## src/rtl/imem_loader.sv

```systemverilog
// imem_loader: writable instruction memory filled from a big-endian byte stream.
// Revision 1.0
`timescale 1ns/1ps
`default_nettype none

module imem_loader #(
  parameter int DEPTH  = 64,
  parameter int ADDR_W = 6
) (
  input  logic        clk,
  input  logic        rst_n,
  input  logic        load_start,
  input  logic [15:0] load_len,
  input  logic [7:0]  byte_in,
  input  logic        byte_valid,
  output logic        byte_ready,
  input  logic [15:0] PC,
  output logic [31:0] Instruction,
  output logic        cpu_run,
  output logic        load_busy,
  output logic        load_err,
  output logic [15:0] words_loaded
);

  localparam logic [15:0] DEPTH_W = 16'(DEPTH);

  typedef enum logic [1:0] {
    S_IDLE = 2'd0,
    S_LOAD = 2'd1,
    S_RUN  = 2'd2,
    S_ERR  = 2'd3
  } state_t;

  state_t      state_q, state_d;
  logic [1:0]  byte_cnt_q, byte_cnt_d;
  logic [23:0] buf_q, buf_d;
  logic [15:0] words_q, words_d;
  logic [15:0] len_q, len_d;
  logic        wr_en;
  logic        len_ok;

  logic [31:0] mem_q [DEPTH];

  assign len_ok = (load_len != 16'd0) && (load_len <= DEPTH_W);

  always_comb begin
    state_d    = state_q;
    byte_cnt_d = byte_cnt_q;
    buf_d      = buf_q;
    words_d    = words_q;
    len_d      = len_q;
    wr_en      = 1'b0;
    case (state_q)
      S_LOAD: begin
        // load_start is deliberately ignored while a load is in flight
        if (byte_valid) begin
          byte_cnt_d = byte_cnt_q + 2'd1;
          case (byte_cnt_q)
            2'd0: buf_d[23:16] = byte_in;
            2'd1: buf_d[15:8]  = byte_in;
            2'd2: buf_d[7:0]   = byte_in;
            default: begin
              wr_en   = 1'b1;
              words_d = words_q + 16'd1;
              if (words_d == len_q) state_d = S_RUN;
            end
          endcase
        end
      end
      default: begin
        if (load_start) begin
          if (len_ok) begin
            state_d    = S_LOAD;
            words_d    = 16'd0;
            byte_cnt_d = 2'd0;
            len_d      = load_len;
          end else begin
            state_d = S_ERR;
          end
        end
      end
    endcase
  end

  always_ff @(posedge clk or negedge rst_n) begin
    if (!rst_n) begin
      state_q    <= S_IDLE;
      byte_cnt_q <= 2'd0;
      buf_q      <= 24'd0;
      words_q    <= 16'd0;
      len_q      <= 16'd0;
    end else begin
      state_q    <= state_d;
      byte_cnt_q <= byte_cnt_d;
      buf_q      <= buf_d;
      words_q    <= words_d;
      len_q      <= len_d;
    end
  end

  // Array is never reset; words_q gates what the CPU can see.
  always_ff @(posedge clk) begin
    if (wr_en) mem_q[words_q[ADDR_W-1:0]] <= {buf_q, byte_in};
  end

  assign byte_ready   = (state_q == S_LOAD);
  assign load_busy    = (state_q == S_LOAD);
  assign cpu_run      = (state_q == S_RUN);
  assign load_err     = (state_q == S_ERR);
  assign words_loaded = words_q;

  // words_q never exceeds DEPTH, so this also rejects PC >= DEPTH
  assign Instruction = ((state_q == S_RUN) && (PC < words_q)) ?
                       mem_q[PC[ADDR_W-1:0]] : 32'h0;

endmodule

`default_nettype wire

```

## config.mk

```make
export PLATFORM = sky130hd
export DESIGN_NAME = imem_loader
export DESIGN_NICKNAME = d
export VERILOG_FILES = /design/src/rtl/imem_loader.sv
export SDC_FILE = /design/constraint.sdc
export NUM_CORES = 2
export LEC_CHECK = 0
export CAP_MARGIN = 20
export CORE_UTILIZATION = 50
export CTS_CLUSTER_SIZE = 12
export DETAILED_ROUTE_END_ITERATION = 16
export GPL_TIMING_DRIVEN = 0
export PLACE_DENSITY = 0.69
export SETUP_SLACK_MARGIN = 0.05
export SYNTH_ARGS = -nofsm -noshare
export SYNTH_HDL_FRONTEND = slang
export SYNTH_SLANG_ARGS = --single-unit
```

## constraint.sdc

```tcl
create_clock -name clk -period 3.9 [get_ports clk]
set_input_delay 0.78 -clock clk [delete_from_list [all_inputs] [get_ports clk]]
set_output_delay 0.78 -clock clk [all_outputs]
set_load 0.02 [all_outputs]
```

==> Yosys cells after proc, flatten, opt, wreduce, memory -nomap -nowiden <==
Memory sizes are Yosys's and may differ from the RTL's.
Cells that the tools add are included.
{ "word_totals": {"mem_bits_rw": 2048, "word_cells": 57, "reg_bits": 60, "memories": 1, "in_bits": 44} }
{ "classes": {"magnitude_cmp": 2, "eq_ne": 9, "n_reduce_logical": 14, "add_sub_neg": 2, "bitwise_logic": 1, "n_mux": 21} }
{ "memory_table": {"columns": ["memory", "depth", "word_bits", "read_ports", "rd_clocked_by_memory_dff", "write_ports", "line", "text"], "rows": [
  ["mem_q", 64, 32, 1, 0, 1, "42", "logic [31:0] mem_q [DEPTH];"]
]} }
{ "op_table": {"columns": ["operator", "n"], "rows": [
  ["$mux 16", 5],
  ["$mux 32", 1],
  ["$mux 2", 10],
  ["$add 16x1->16 const B", 1],
  ["$eq 16x16->1", 1],
  ["$le 16x7->1 const B", 1],
  ["$lt 16x16->1", 1],
  ["$reduce_bool 16->1", 1],
  ["$reduce_and 3->1", 5],
  ["$reduce_and 4->1", 2],
  ["$eq 2x2->1 const B", 3],
  ["$mux 1", 5],
  ["$eq 2x1->1 const B", 2],
  ["$ne 2x2->1 const B", 2],
  ["$reduce_bool 2->1", 2],
  ["$reduce_or 3->1", 1],
  ["$add 2x1->2 const B", 1],
  ["$logic_and 1x1->1", 2],
  ["$logic_not 2->1", 1],
  ["$ne 2x1->1 const B", 1],
  ["$not 1->1", 1]
]} }

==> Depth between registers and ports, before layout <==
{ "depth": {"depth_word": 7, "ltp_mapped": 10, "depth_no_buf": 8} }

==> Worst setup path after synthesis <==
OpenSTA, ideal clock, no wires.
{ "synth_timing": {"kind": "register to register", "startpoint": "reg words_q[0], in the netlist words_loaded[0]", "endpoint": "mem mem_q[31][0], enable pin", "path_slack_ps": -25, "arrival_time_ps": 3461, "n_path_buf": 1, "path_stages_with_launch": 5, "synth_period_minus_slack_ps": 3925, "cell_sequence": "dfrtp_1 -> clkbuf_1 -> and3_1 -> nand3_1 -> nor3_1"} }
{ "synth_lines": {"columns": ["element", "line", "text"], "rows": [
  ["start, declared", "37", "logic [15:0] words_q, words_d;"],
  ["start signal, assigned", "96", "words_q <= words_d;"],
  ["end, declared", "42", null]
]} }
Straight into the memory's write port.

==> Worst setup path after layout <==
{ "layout_timing": {"startpoint": "reg words_q[4], in the netlist words_loaded[4]", "endpoint": "out Instruction[29]"} }
{ "layout_via": {"elab_chain_len": 3} }
{ "layout_lines": {"columns": ["element", "line", "text"], "rows": [
  ["$lt 16x16->1", "113", "assign Instruction = ((state_q == S_RUN) && (PC < words_q)) ?"],
  ["$logic_and 1x1->1", "113", null],
  ["$mux 32", "113", null],
  ["end, declared", "18", "output logic [31:0] Instruction,"]
]} }
No other way between the ends.

==> flow_metrics.env <==
export IMPL_outcome="complete, but fails checks"
export IMPL_violations="negative setup slack"
export IMPL_relSlewSlack_pct=20.4
export IMPL_crit_chain="inv_4 -> ha_4 -> a21o_1 -> a21oi_2 -> o31ai_4 -> a211oi_2 -> o211ai_1 -> clkbuf_16 -> buf_4 -> nor4_4 -> buf_4 -> buf_6"
export IMPL_setup_violations=32
export IMPL_syn2layout_area_growth_pct=19.6
export IMPL_fillers=10821
export IMPL_finalClockSkew_ns=0.0303
export IMPL_ctsHtreeMaxLevel=4
export IMPL_crit_arrival_ns=3.36
export IMPL_wire_per_inst_um=36.3
export IMPL_io_pin_count=96
export IMPL_ys_ff_latch=2108
export IMPL_min_period_ns=4.14
export IMPL_synthCells=3634
export IMPL_synth_warnings=0
export IMPL_vdd_drop_max_v=0.000530
export IMPL_seq_area_frac_synth_pct=77.7
export IMPL_clkLatencyLatePin_ns=0.85
export IMPL_core_area_um2=161000
export IMPL_grt_pass1_vias=42418
export IMPL_rsz0062_at_grt="yes"
export IMPL_cts_clk_slew_worst_paths_ns=0.06
export IMPL_multi_input_area_um2=19000
export IMPL_final_max_slew_viol_count=0
export IMPL_gp_congestion=0.900
export IMPL_start_util_pct=50.5
export IMPL_finish_utilization_pct=60.4
export IMPL_reg2reg_depth=6
export IMPL_vias=42591
export IMPL_critical_path_buf_inv_count=5
export IMPL_regArea_um2=63000
export IMPL_rows=147
export IMPL_crit_type="flop to output pin"
export IMPL_netlist_area_um2=81100
export IMPL_synth_common_cells="edfxtp_1, mux4_2, a22oi_1, nor2_1, clkbuf_1"
export IMPL_synth_most_common_cell="edfxtp_1"
export IMPL_crit_path_start_kind="flop"
export IMPL_r2r_slack_ns=0.18
export IMPL_post_dp_hpwl_mm=148
export IMPL_cp_data_required_time_ns=3.12
export IMPL_ys_flop_type="edfxtp_1"
export IMPL_finalCritPeriodShare_pct=106
export IMPL_cts_max_path_buffers=3
export IMPL_drt_initial_drc_count=6702
export IMPL_max_freq_ghz=0.242
export IMPL_cp_end_kind="output pin"
export IMPL_cts_buffers=202
export IMPL_vias_per_cell=6.63
export IMPL_r2r_end="mem_q[51][10]"
export IMPL_fin_hold_ws_ns=0.0487
export IMPL_grt_pass1_wl_mm=321
export IMPL_p_leak_uw=0.0306
export IMPL_cp_slowest_cell="dfrtp_2"
export IMPL_worstHoldPathType="primary input to async pin"
export IMPL_hold_buffers=0
export IMPL_io_buffers=94
export IMPL_critPathMaxFanout=6
export IMPL_powerDensity_nw_per_um2=531
export IMPL_reg2reg_from="byte_cnt_q[0]"
export IMPL_track_usage_pct=28.4
export IMPL_ctsRootBufferMaster="clkbuf_16"
export IMPL_yosysUniqueCellTypes=56
export IMPL_grt_ovfl_total=0
export IMPL_slowest_delay_ns=0.42
export IMPL_cts_sink_count=2108
export IMPL_wl_mm=233
export IMPL_first_pass_iters=6
export IMPL_finalHoldViolations=0
export IMPL_fin_ws_ns=-0.238
export IMPL_grt_max_degree=66
export IMPL_cts_tree="done"
export IMPL_drc=0
export IMPL_synth_top_cells_by_area="edfxtp_1, mux4_2, dfrtp_1"
export IMPL_dieArea_um2=164000
export IMPL_path_depth=12
export IMPL_fin_nets=4212
export IMPL_synth_fp_nets=3698
export IMPL_drive_above_1_share_pct=36.3
export IMPL_worst_path_most_repeated_cell="buf_4"
export IMPL_antenna_found_initial=4
export IMPL_async_flop_share_pct=2.85
export IMPL_die_y_um=405
export IMPL_synth_top_cell_by_area="edfxtp_1"
export IMPL_die_w_um=405
export IMPL_tightest_slew_ns=1.19
export IMPL_synth_edff_count=2048
export IMPL_syn_area_per_cell_um2=22.3
export IMPL_critPathTopFamily="compound AO/OA/AOI/OAI gates"
export IMPL_drtAntennaViolNets=0
export IMPL_synth_top_area_share_pct=75.8
export IMPL_drv_cap=0
power breakdown:
| group | switching [µW] | total [µW] | internal, µW |
|---|---|---|---|
| clock | 8130 | 17800 | 9680 |
| sequential | 919 | 28400 | 27400 |
| combinational | 3530 | 5310 | 1780 |
cells in the final DEF, fill, tap and decap left out, types with 31 or more instances in the layout:
cell type | Yosys | final
o21ai_0 | 46 | 43
clkbuf_16 | 0 | 211
a22oi_2 | 0 | 37
a22oi_1 | 128 | 91
clkdlybuf4s50_1 | 0 | 48
mux2i_1 | 54 | 48
clkbuf_1 | 108 | 94
nand2_1 | 43 | 41
a21oi_2 | 0 | 35
edfxtp_1 | 2048 | 2048
mux4_2 | 529 | 529
buf_4 | 20 | 116
buf_6 | 2 | 59
a21oi_1 | 89 | 40
dfrtp_1 | 60 | 31
mux2_2 | 42 | 42
buf_12 | 0 | 136
buf_8 | 0 | 32
nor2_4 | 0 | 81
cell type report:
| type | instances | share of cell area [%] |
|---|---|---|
| Antenna cell | 2 | 0.00516 |
| Buffer | 205 | 2.44 |
| Clock buffer | 283 | 5.57 |
| Clock inverter | 33 | 0.339 |
| Inverter | 17 | 0.0787 |
| Multi-Input combinational cell | 1300 | 19.5 |
| Sequential cell | 2108 | 65.0 |
| Tap cell | 2160 | 2.79 |
| Timing Repair Buffer | 314 | 4.28 |
registers in the layout, indices dropped and copies added (netlist names):
| register | cells |
|---|---|
| len_q | 16 |
| state_q | 2 |
| byte_cnt_q | 2 |
| words_loaded | 16 |
| buf_q | 24 |
| mem_q | 2048 |
worst max-delay path by stage:
stage                                start              end  slack (ns)
after floorplan                      PC[1]  Instruction[29]        0.25
after global placement               PC[2]  Instruction[29]       -3.44
after detailed placement             PC[3]  Instruction[17]       -3.28
after CTS                  words_loaded[3]  Instruction[25]       -0.29
after global routing      words_loaded[12]   Instruction[0]       -0.29
final                      words_loaded[4]  Instruction[29]       -0.24
layer usage:
layer,share of wire (%),track usage [%],wire (µm),vias to the layer above
met5,0.0056,0,13,-
met4,5.2,12.8,12100,2
met3,13,8.34,31100,626
met2,46,43.0,107000,3169
met1,35,38.3,82500,22374
li1,-,-,-,16420
kinds of logic after synthesis:
family | count (synthesis) | synth area share [%]
flops | 2108 | 77.7
mux | 625 | 15.9
compound gates | 349 | 2.86
simple gates | 285 | 1.73
buf+inv | 226 | 1.25
fa+ha+maj | 21 | 0.321
xor+xnor | 20 | 0.216
metrics by stage:
step	total power, µW	setup TNS [ns]	cell area [µm²]	instances	setup WS [ns]
2_1_floorplan	30700	0	81100	3634	0.249
3_3_place_gp	32800	-4867.71	84800	5888	-3.44
3_5_place_dp	33400	-807.56	87300	5996	-3.28
4_1_cts	51200	-4.43	96300	6372	-0.286
5_1_grt	52500	-6.52	97000	6420	-0.291
6_report	51500	-5.22	97000	6422	-0.238
what timing repair did:
item,in CTS,in global routing
pin swaps,73,29
endpoints found under the setup margin,558,188
cloned,2,0
buffers inserted,61,46
resized for setup,917,72
No activity file was read; power rests on OpenSTA's default activity.
